File: src/rtl/seg8_scan_if.sv
// Bundle between the 8-digit scan block and its display-data source / 74HC595 shifter.
interface seg8_scan_if;
  logic [31:0] Disp_Data;
  logic [7:0]  Dp;
  logic [7:0]  Disp_En;
  logic        Blank_Lead;
  logic [15:0] Data;
  logic        S_EN;

  modport master (input Disp_Data, Dp, Disp_En, Blank_Lead, output Data, S_EN);
  modport slave  (output Disp_Data, Dp, Disp_En, Blank_Lead, input Data, S_EN);
endinterface

File: src/rtl/seg8_scan.sv
// Time-multiplexed 8-digit hex display scanner: one {SEL, SEG} word per slot,
// strobed out to a 595 shift stage, with per-frame input snapshot.
module seg8_scan #(
  parameter int SCAN_CNT_MAX = 50000
) (
  input logic        Clk,
  input logic        Reset_n,
  seg8_scan_if.master bus
);

  typedef struct packed {
    logic [31:0] digits;
    logic [7:0]  dp;
    logic [7:0]  en;
    logic        blank_lead;
  } frame_t;

  localparam logic [15:0] DIV_LAST = 16'(SCAN_CNT_MAX - 1);

  frame_t      live, snap, cur;
  logic        run, tick, s_en, blank;
  logic [15:0] div, data, word;
  logic [2:0]  idx;
  logic [7:0]  hi_zero;
  logic [3:0]  nib;
  logic [7:0]  seg;

  assign live = {bus.Disp_Data, bus.Dp, bus.Disp_En, bus.Blank_Lead};
  // Digit 0 is built from the values being captured on this very tick.
  assign cur  = (idx == 3'd0) ? live : snap;
  assign tick = run && (div == DIV_LAST);

  // hi_zero[i]: nibbles i..7 of the frame are all zero.
  for (genvar i = 0; i < 8; i++) begin : g_hz
    assign hi_zero[i] = (cur.digits[31:4*i] == '0);
  end

  always_comb begin
    nib = cur.digits[{idx, 2'b00} +: 4];
    seg = 8'hFF;
    case (nib)
      4'h0: seg = 8'hC0;  4'h1: seg = 8'hF9;  4'h2: seg = 8'hA4;  4'h3: seg = 8'hB0;
      4'h4: seg = 8'h99;  4'h5: seg = 8'h92;  4'h6: seg = 8'h82;  4'h7: seg = 8'hF8;
      4'h8: seg = 8'h80;  4'h9: seg = 8'h90;  4'hA: seg = 8'h88;  4'hB: seg = 8'h83;
      4'hC: seg = 8'hC6;  4'hD: seg = 8'hA1;  4'hE: seg = 8'h86;  4'hF: seg = 8'h8E;
      default: seg = 8'hFF;
    endcase
    seg[7] = ~cur.dp[idx];
    blank  = !cur.en[idx] || (cur.blank_lead && (idx != 3'd0) && hi_zero[idx]);
    word   = blank ? 16'h00FF : {8'd1 << idx, seg};
  end

  // run gives the first post-reset edge to start-up, so the first strobe
  // lands SCAN_CNT_MAX+1 edges after release and later ones every SCAN_CNT_MAX.
  always_ff @(posedge Clk or negedge Reset_n) begin
    if (!Reset_n) begin
      run  <= 1'b0;
      div  <= '0;
      idx  <= '0;
      s_en <= 1'b0;
      data <= 16'h00FF;
      snap <= '0;
    end else begin
      run  <= 1'b1;
      s_en <= tick;
      if (run) div <= tick ? '0 : div + 16'd1;
      if (tick) begin
        data <= word;
        idx  <= idx + 3'd1;
        if (idx == 3'd0) snap <= live;
      end
    end
  end

  assign bus.Data = data;
  assign bus.S_EN = s_en;

endmodule

File: src/flat_wrapper.sv
// flat-port wrapper written by rule: the top's interface ports become plain ports
module seg8_scan_flat 
#(
  parameter int SCAN_CNT_MAX = 50000
)
  (Clk, Reset_n, bus_Disp_Data, bus_Dp, bus_Disp_En, bus_Blank_Lead, bus_Data, bus_S_EN);
  seg8_scan_if bus_i ();
  input logic Clk;
  input logic Reset_n;
  input wire logic [$bits(bus_i.Disp_Data)-1:0] bus_Disp_Data;
  input wire logic [$bits(bus_i.Dp)-1:0] bus_Dp;
  input wire logic [$bits(bus_i.Disp_En)-1:0] bus_Disp_En;
  input wire logic [$bits(bus_i.Blank_Lead)-1:0] bus_Blank_Lead;
  output wire logic [$bits(bus_i.Data)-1:0] bus_Data;
  output wire logic [$bits(bus_i.S_EN)-1:0] bus_S_EN;
  assign bus_i.Disp_Data = bus_Disp_Data;
  assign bus_i.Dp = bus_Dp;
  assign bus_i.Disp_En = bus_Disp_En;
  assign bus_i.Blank_Lead = bus_Blank_Lead;
  assign bus_Data = bus_i.Data;
  assign bus_S_EN = bus_i.S_EN;
  seg8_scan #(.SCAN_CNT_MAX(SCAN_CNT_MAX)) u_core (.Clk(Clk), .Reset_n(Reset_n), .bus(bus_i));
endmodule
File: config.mk
export PLATFORM = sky130hd
export DESIGN_NAME = seg8_scan_flat
export DESIGN_NICKNAME = d
export VERILOG_FILES = /design/src/rtl/seg8_scan_if.sv /design/src/rtl/seg8_scan.sv /design/src/flat_wrapper.sv
export SDC_FILE = /design/constraint.sdc
export NUM_CORES = 1
export LEC_CHECK = 0
export ABC_AREA = 1
export CORE_ASPECT_RATIO = 0.6
export CORE_MARGIN = 2
export CORE_UTILIZATION = 40
export CTS_BUF_LIST = sky130_fd_sc_hd__clkbuf_4 sky130_fd_sc_hd__clkbuf_8
export DETAILED_ROUTE_END_ITERATION = 10
export PLACE_DENSITY = 0.69
export RECOVER_POWER = 25
export SYNTH_ARGS = -nofsm -noshare
export SYNTH_HDL_FRONTEND = slang
export SYNTH_SLANG_ARGS = --single-unit
File: constraint.sdc
create_clock -name Clk -period 6.5 [get_ports Clk]
set_input_delay 0.65 -clock Clk [delete_from_list [all_inputs] [get_ports Clk]]
set_output_delay 0.65 -clock Clk [all_outputs]
set_load 0.05 [all_outputs]
Word-level counts from Yosys, hierarchy flattened --
Memory sizes are Yosys's and may differ from the RTL's. Index checks and enable logic that the tools add are counted.
Word-level totals: register bits after elaboration 86, memory bits (read-only) 112, input bits 51, output and inout port bits 17, logic and storage cells 41, memories 1
Memory list:
- (name not given) | depth 16, width 7, read ports 1, clocked after Yosys merged registers in 0, wr ports 0, line seg8_scan.sv:41 | case (nib)
Operators by class: add/sub/neg operators 2, magnitude comparators 1, equality and inequality tests 1, shifts and indexed selects 2, multiplexer cells 9, bitwise logic cells 1, reduce and logical (&&, ||, !) cells 15
Operators by type and width (count):
- two-way mux 49 bit | 1
- logical NOT 32 bit | 1
- two-way mux 16 bit | 2
- indexed part select 32 x 6 -> 4 bit | 1
- logical NOT 28 bit | 1
- logical NOT 24 bit | 1
- logical NOT 20 bit | 1
- adder 16 x 1 -> 16 bit (second input constant) | 1
- equality test 16 bit (second input constant) | 1
- logical NOT 16 bit | 1
- logical NOT 12 bit | 1
- binary-select mux 1 bit (select 3 bit) | 3
- logical NOT 8 bit | 1
- << shifter 1 x 3 -> 8 bit (first input constant) | 1
- logical NOT 4 bit | 1
- < comparator 3 x 4 -> 1 bit (second input constant) | 1
- adder 3 x 1 -> 3 bit (second input constant) | 1
- logical AND 1 bit | 3
- logical NOT 3 bit | 1
- two-way mux 1 bit | 3
- nonzero test 3 bit | 1
- logical NOT 1 bit | 1
- logical OR 1 bit | 1
- inverter 1 bit | 1

Logic depth before layout (Yosys ltp) --
depth after elaboration 8, depth in mapped cells 22, depth with buffers taken out 19

Worst setup path after synthesis --
OpenSTA, ideal clock, no wires.
kind register to register, from register u_core.idx[0], to register u_core.data[3] (netlist: u_core.bus.Data[3]), library setup time 0.076 ns, arrival time 2.762 ns, data required time 6.424 ns, setup slack 3.662 ns, cell stages (with the launch flop) 20, path buffers 5, clock period less this slack 2.838 ns, path through dfrtp_1 -> buf_2 -> clkinv_1 -> buf_2 -> ha_1 -> buf_2 -> nand2_4 -> buf_4 -> buf_4 -> nand2_1 -> nand3_1 -> nand3_1 -> nand3_1 -> o21ai_0 -> ha_1 -> nand2_1 -> nand3_1 -> nand3_1 -> nor2_1 -> nor2_1
Between the ends: cells in the longest elaborated chain, start to end 8, elaborated cells between the ends (all ways) 22, classes of those cells shift (1); mux (6); reduce/logical (14); memory (1)
Ends and longest elaborated chain:
- start, declared | line seg8_scan.sv:23 | logic [2:0] idx;
- start signal, assigned | line seg8_scan.sv:69 | idx <= idx + 3'd1;
- branches (longest 7 deep; another with memory read (16 x 7 bit))
- two-way mux 16 bit * | line seg8_scan.sv:50 | word = blank ? 16'h00FF : {8'd1 << idx, seg};
- end signal, assigned | line seg8_scan.sv:68 | data <= word;
- end, declared | line seg8_scan.sv:22 | logic [15:0] div, data, word;
Every way passes the cells marked *. The select of a mux whose other input is x is not followed. A chain may end at the register's enable or synchronous reset.

==> impl_metrics.ini <==
[drt]
wl_mm = 14.5
dr.pass1.iters = 5
via_count = 5217
wl_per_cell_microns = 13.8
drtAntennaViolNets = 0
drt-vias-per-instance = 4.95
drc = 0
drt-initial-drc-count = 430

[clock_network]
clkLatencyLatePin_ps = 370
clk_pin_slew_ps = 90
cts_buffers = 9
htree_levels = 3
tritoncts = done
postCtsSetupBuffers = 0
clock_sinks = 86
cts_resized = 0
cts_hold_buffers = 0
cts_buffer_depth = 2
root_buffer = clkbuf_8

[grt]
met3_usage = 0.0468
use_met2 = 0.295
grt_pass1_vias = 4848
grt_max_degree = 98
grt_most_used_layer = met1
gr-total-overflow = 0
antenna_found_initial = 0
grt_pass1_wl_mm = 24.7
use_met1 = 0.333
grt_usage = 0.213

[synth]
yosysWarnings = 0
synthesis.area_sq_um = 5460
yosysUniqueCellTypes = 33
synthSimpleGateAreaFrac = 0.407
synth_compound_gate_area_share = 0.0621
synth.avg_cell_area_sq_um = 6.59
yosysSeqAreaShare = 0.396
synthMuxAreaShare = 0.00206
synth_xor_area_frac = 0.00481
synth_nets = 891
synthCells = 828
synth_top_family_by_area = simple AND/OR/NAND/NOR gates
ys_seq_elements = 86
synth_adder_area_share = 0.0275

[setup_path]
required_ps = 6250
r2r.worst_path.cells = 16
path_buf_inv = 2
cp_cell_sequence = clkbuf_1 -> clkbuf_1
critical_path.max_stage_delay_ps = 2410
path_max_fanout = 60
crit_slowest_cell = clkbuf_1
crit_family = buffers and inverters
setup.worst_path.class = in -> async
crit_cells = 2
cp-end-kind = asynchronous set/reset pin
crit_top_cell = clkbuf_1
rrSetupSlack_ps = 2240
startpoint_type = primary input
arrival_ps = 4120

[run_status]
status = complete, but fails checks
violations = max-capacitance violations, max-slew violations

[layout]
layout_commonest_cell = nand2_1
layout-drive-gt1-share = 0.0467
final_cell_mix = nand2_1, nand3_1, inv_1
area_growth_pct = 16.3
fin_nets = 936
n_antenna_cell = 0
fillCellCount = 1367

[power_and_ir_drop]
netSwitchingFraction = 0.299
powerDensity_nw_per_um2 = 171
peakVddDrop_mv = 0.0896
clkPwrFrac = 0.329
p_seq_frac = 0.530
p_leak_nw = 3.36
pwr-share-comb = 0.141
switchingPower_uw = 326
intPower_uw = 762

[run]
cap_violations = 1

[die]
die_h_microns = 94.5
num_io_pins = 68
std_cell_rows = 33
fp.coreArea_sq_um = 13500
die_w_microns = 155
fp.dieArea_sq_um = 14600
initial_utilization = 0.404

[sta]
drv_slew = 61
skew_ps = 15.0
hold_viol = 0
tightest_slew_ps = 3330
slew_headroom = -1.22
fin_setup_tns_ps = 0
finalSetupViolCount = 0
rsz0062_at_grt = no
fmax_mhz = 229
hold_slack_ps = 481
fin_crit_ps = 4370
fin_crit_sh = 0.672

[hold_path]
holdCritPathClass = reg -> reg
worstHoldPathCells = 2

[placed_design]
port_buffers = 67
place_congestion = 0.918
dp_hpwl_mm = 10.2
worst register-to-register path: stages (launching register included):
cell      delay [ps]
dfrtp_1          700
clkinv_1         620
ha_1             440
buf_4            240
nand2_4          540
nand2_1          120
nand2_1          130
nand2_1           70
nand3_1           80
nand2_1           90
o21ai_0          440
ha_1             350
nand2_1           80
nand3_1           70
nand3_1           90
nor2_1            50
nor2_1            90
path summary, 6_finish.rpt:
path / start / to
worst min-delay path: u_core.bus.Data[6] / u_core.bus.Data[6]
worst min register to register: u_core.bus.Data[6] / u_core.bus.Data[6]
max in group Clk: u_core.idx[1] / u_core.bus.Data[3]
worst max-delay path: Reset_n / u_core.snap[2]
min in group asynchronous: Reset_n / u_core.snap[42]
worst max register to register: u_core.idx[1] / u_core.bus.Data[3]
per-layer routing:
metal	wire, microns	part of all wire	vias up
met5	0	0	-
met3	870	0.060	11
met1	7800	0.54	2337
li1	-	-	2698
met4	141	0.0097	0
met2	5680	0.39	171
registers in the layout, summed over array words and instances (netlist names):
| register | count |
|---|---|
| u_core.div | 16 |
| u_core.idx | 3 |
| u_core.run | 1 |
| u_core.bus.Data | 16 |
| u_core.snap | 49 |
| u_core.bus.S_EN | 1 |
power by group through the flow:
stage / Sequential (mW) / Clock [mW] / Combinational (mW)
floorplan: 0.579 / 0 / 0.0888
global placement: 0.585 / 0 / 0.152
detailed placement: 0.586 / 0 / 0.153
CTS: 0.576 / 0.369 / 0.154
global route: 0.580 / 0.386 / 0.178
finish: 0.576 / 0.358 / 0.153
cell usage after synthesis:
cell	count	area (sq um)
nand2_1	342	1280
nand3_1	108	541
inv_1	86	323
dfrtp_1	78	1950
o21ai_0	48	240
nor2_1	46	173
clkbuf_1	16	60.1
nand4_1	13	81.3
ha_1	12	150
a21oi_1	11	55.1
buf_2	11	55.1
dfstp_2	8	210
nor4_1	6	37.5
buf_6	5	56.3
nor3_1	5	25.0
buf_4	4	30.0
nand2_2	4	25.0
buf_1	3	11.3
o21ai_1	3	15.0
xor2_1	3	26.3
a211oi_1	2	15.0
clkinv_1	2	7.51
nor2_2	2	12.5
a31oi_1	1	6.26
and2_1	1	6.26
conb_1	1	3.75
inv_2	1	3.75
mux2_2	1	11.3
nand2_4	1	11.3
nand3b_1	1	7.51
nor2_4	1	11.3
o21bai_1	1	7.51
or2_2	1	6.26
metrics by stage:
stage | total power, mW | cell area [sq um] | cells | utilization | setup slack, ps
after floorplan | 0.668 | 5460 | 828 | - | 3660
after global placement | 0.737 | 6180 | 1037 | 0.458 | 2560
after detailed placement | 0.740 | 6180 | 1037 | 0.458 | 2350
after CTS | 1.10 | 6360 | 1053 | 0.471 | 2270
after global routing | 1.14 | 6350 | 1053 | 0.470 | 1170
final | 1.09 | 6350 | 1053 | 0.470 | 2130
logic make-up after synthesis:
logic type	Yosys count
compound gates	66
xor+xnor	3
fa+ha+maj	12
buf+inv	128
flops	86
mux	1
other cells	1
simple gates	531
area by class of cell:
type / instances / area, sq um / area share
Clock inverter: 6 / 45.0 / 0.00709
Inverter: 89 / 334 / 0.0526
Tap cell: 175 / 219 / 0.0345
Clock buffer: 10 / 131 / 0.0207
Timing Repair Buffer: 73 / 706 / 0.111
Sequential cell: 86 / 2160 / 0.340
Multi-Input combinational cell: 614 / 2750 / 0.434
Note: power is estimated with default switching activity, not from simulation.
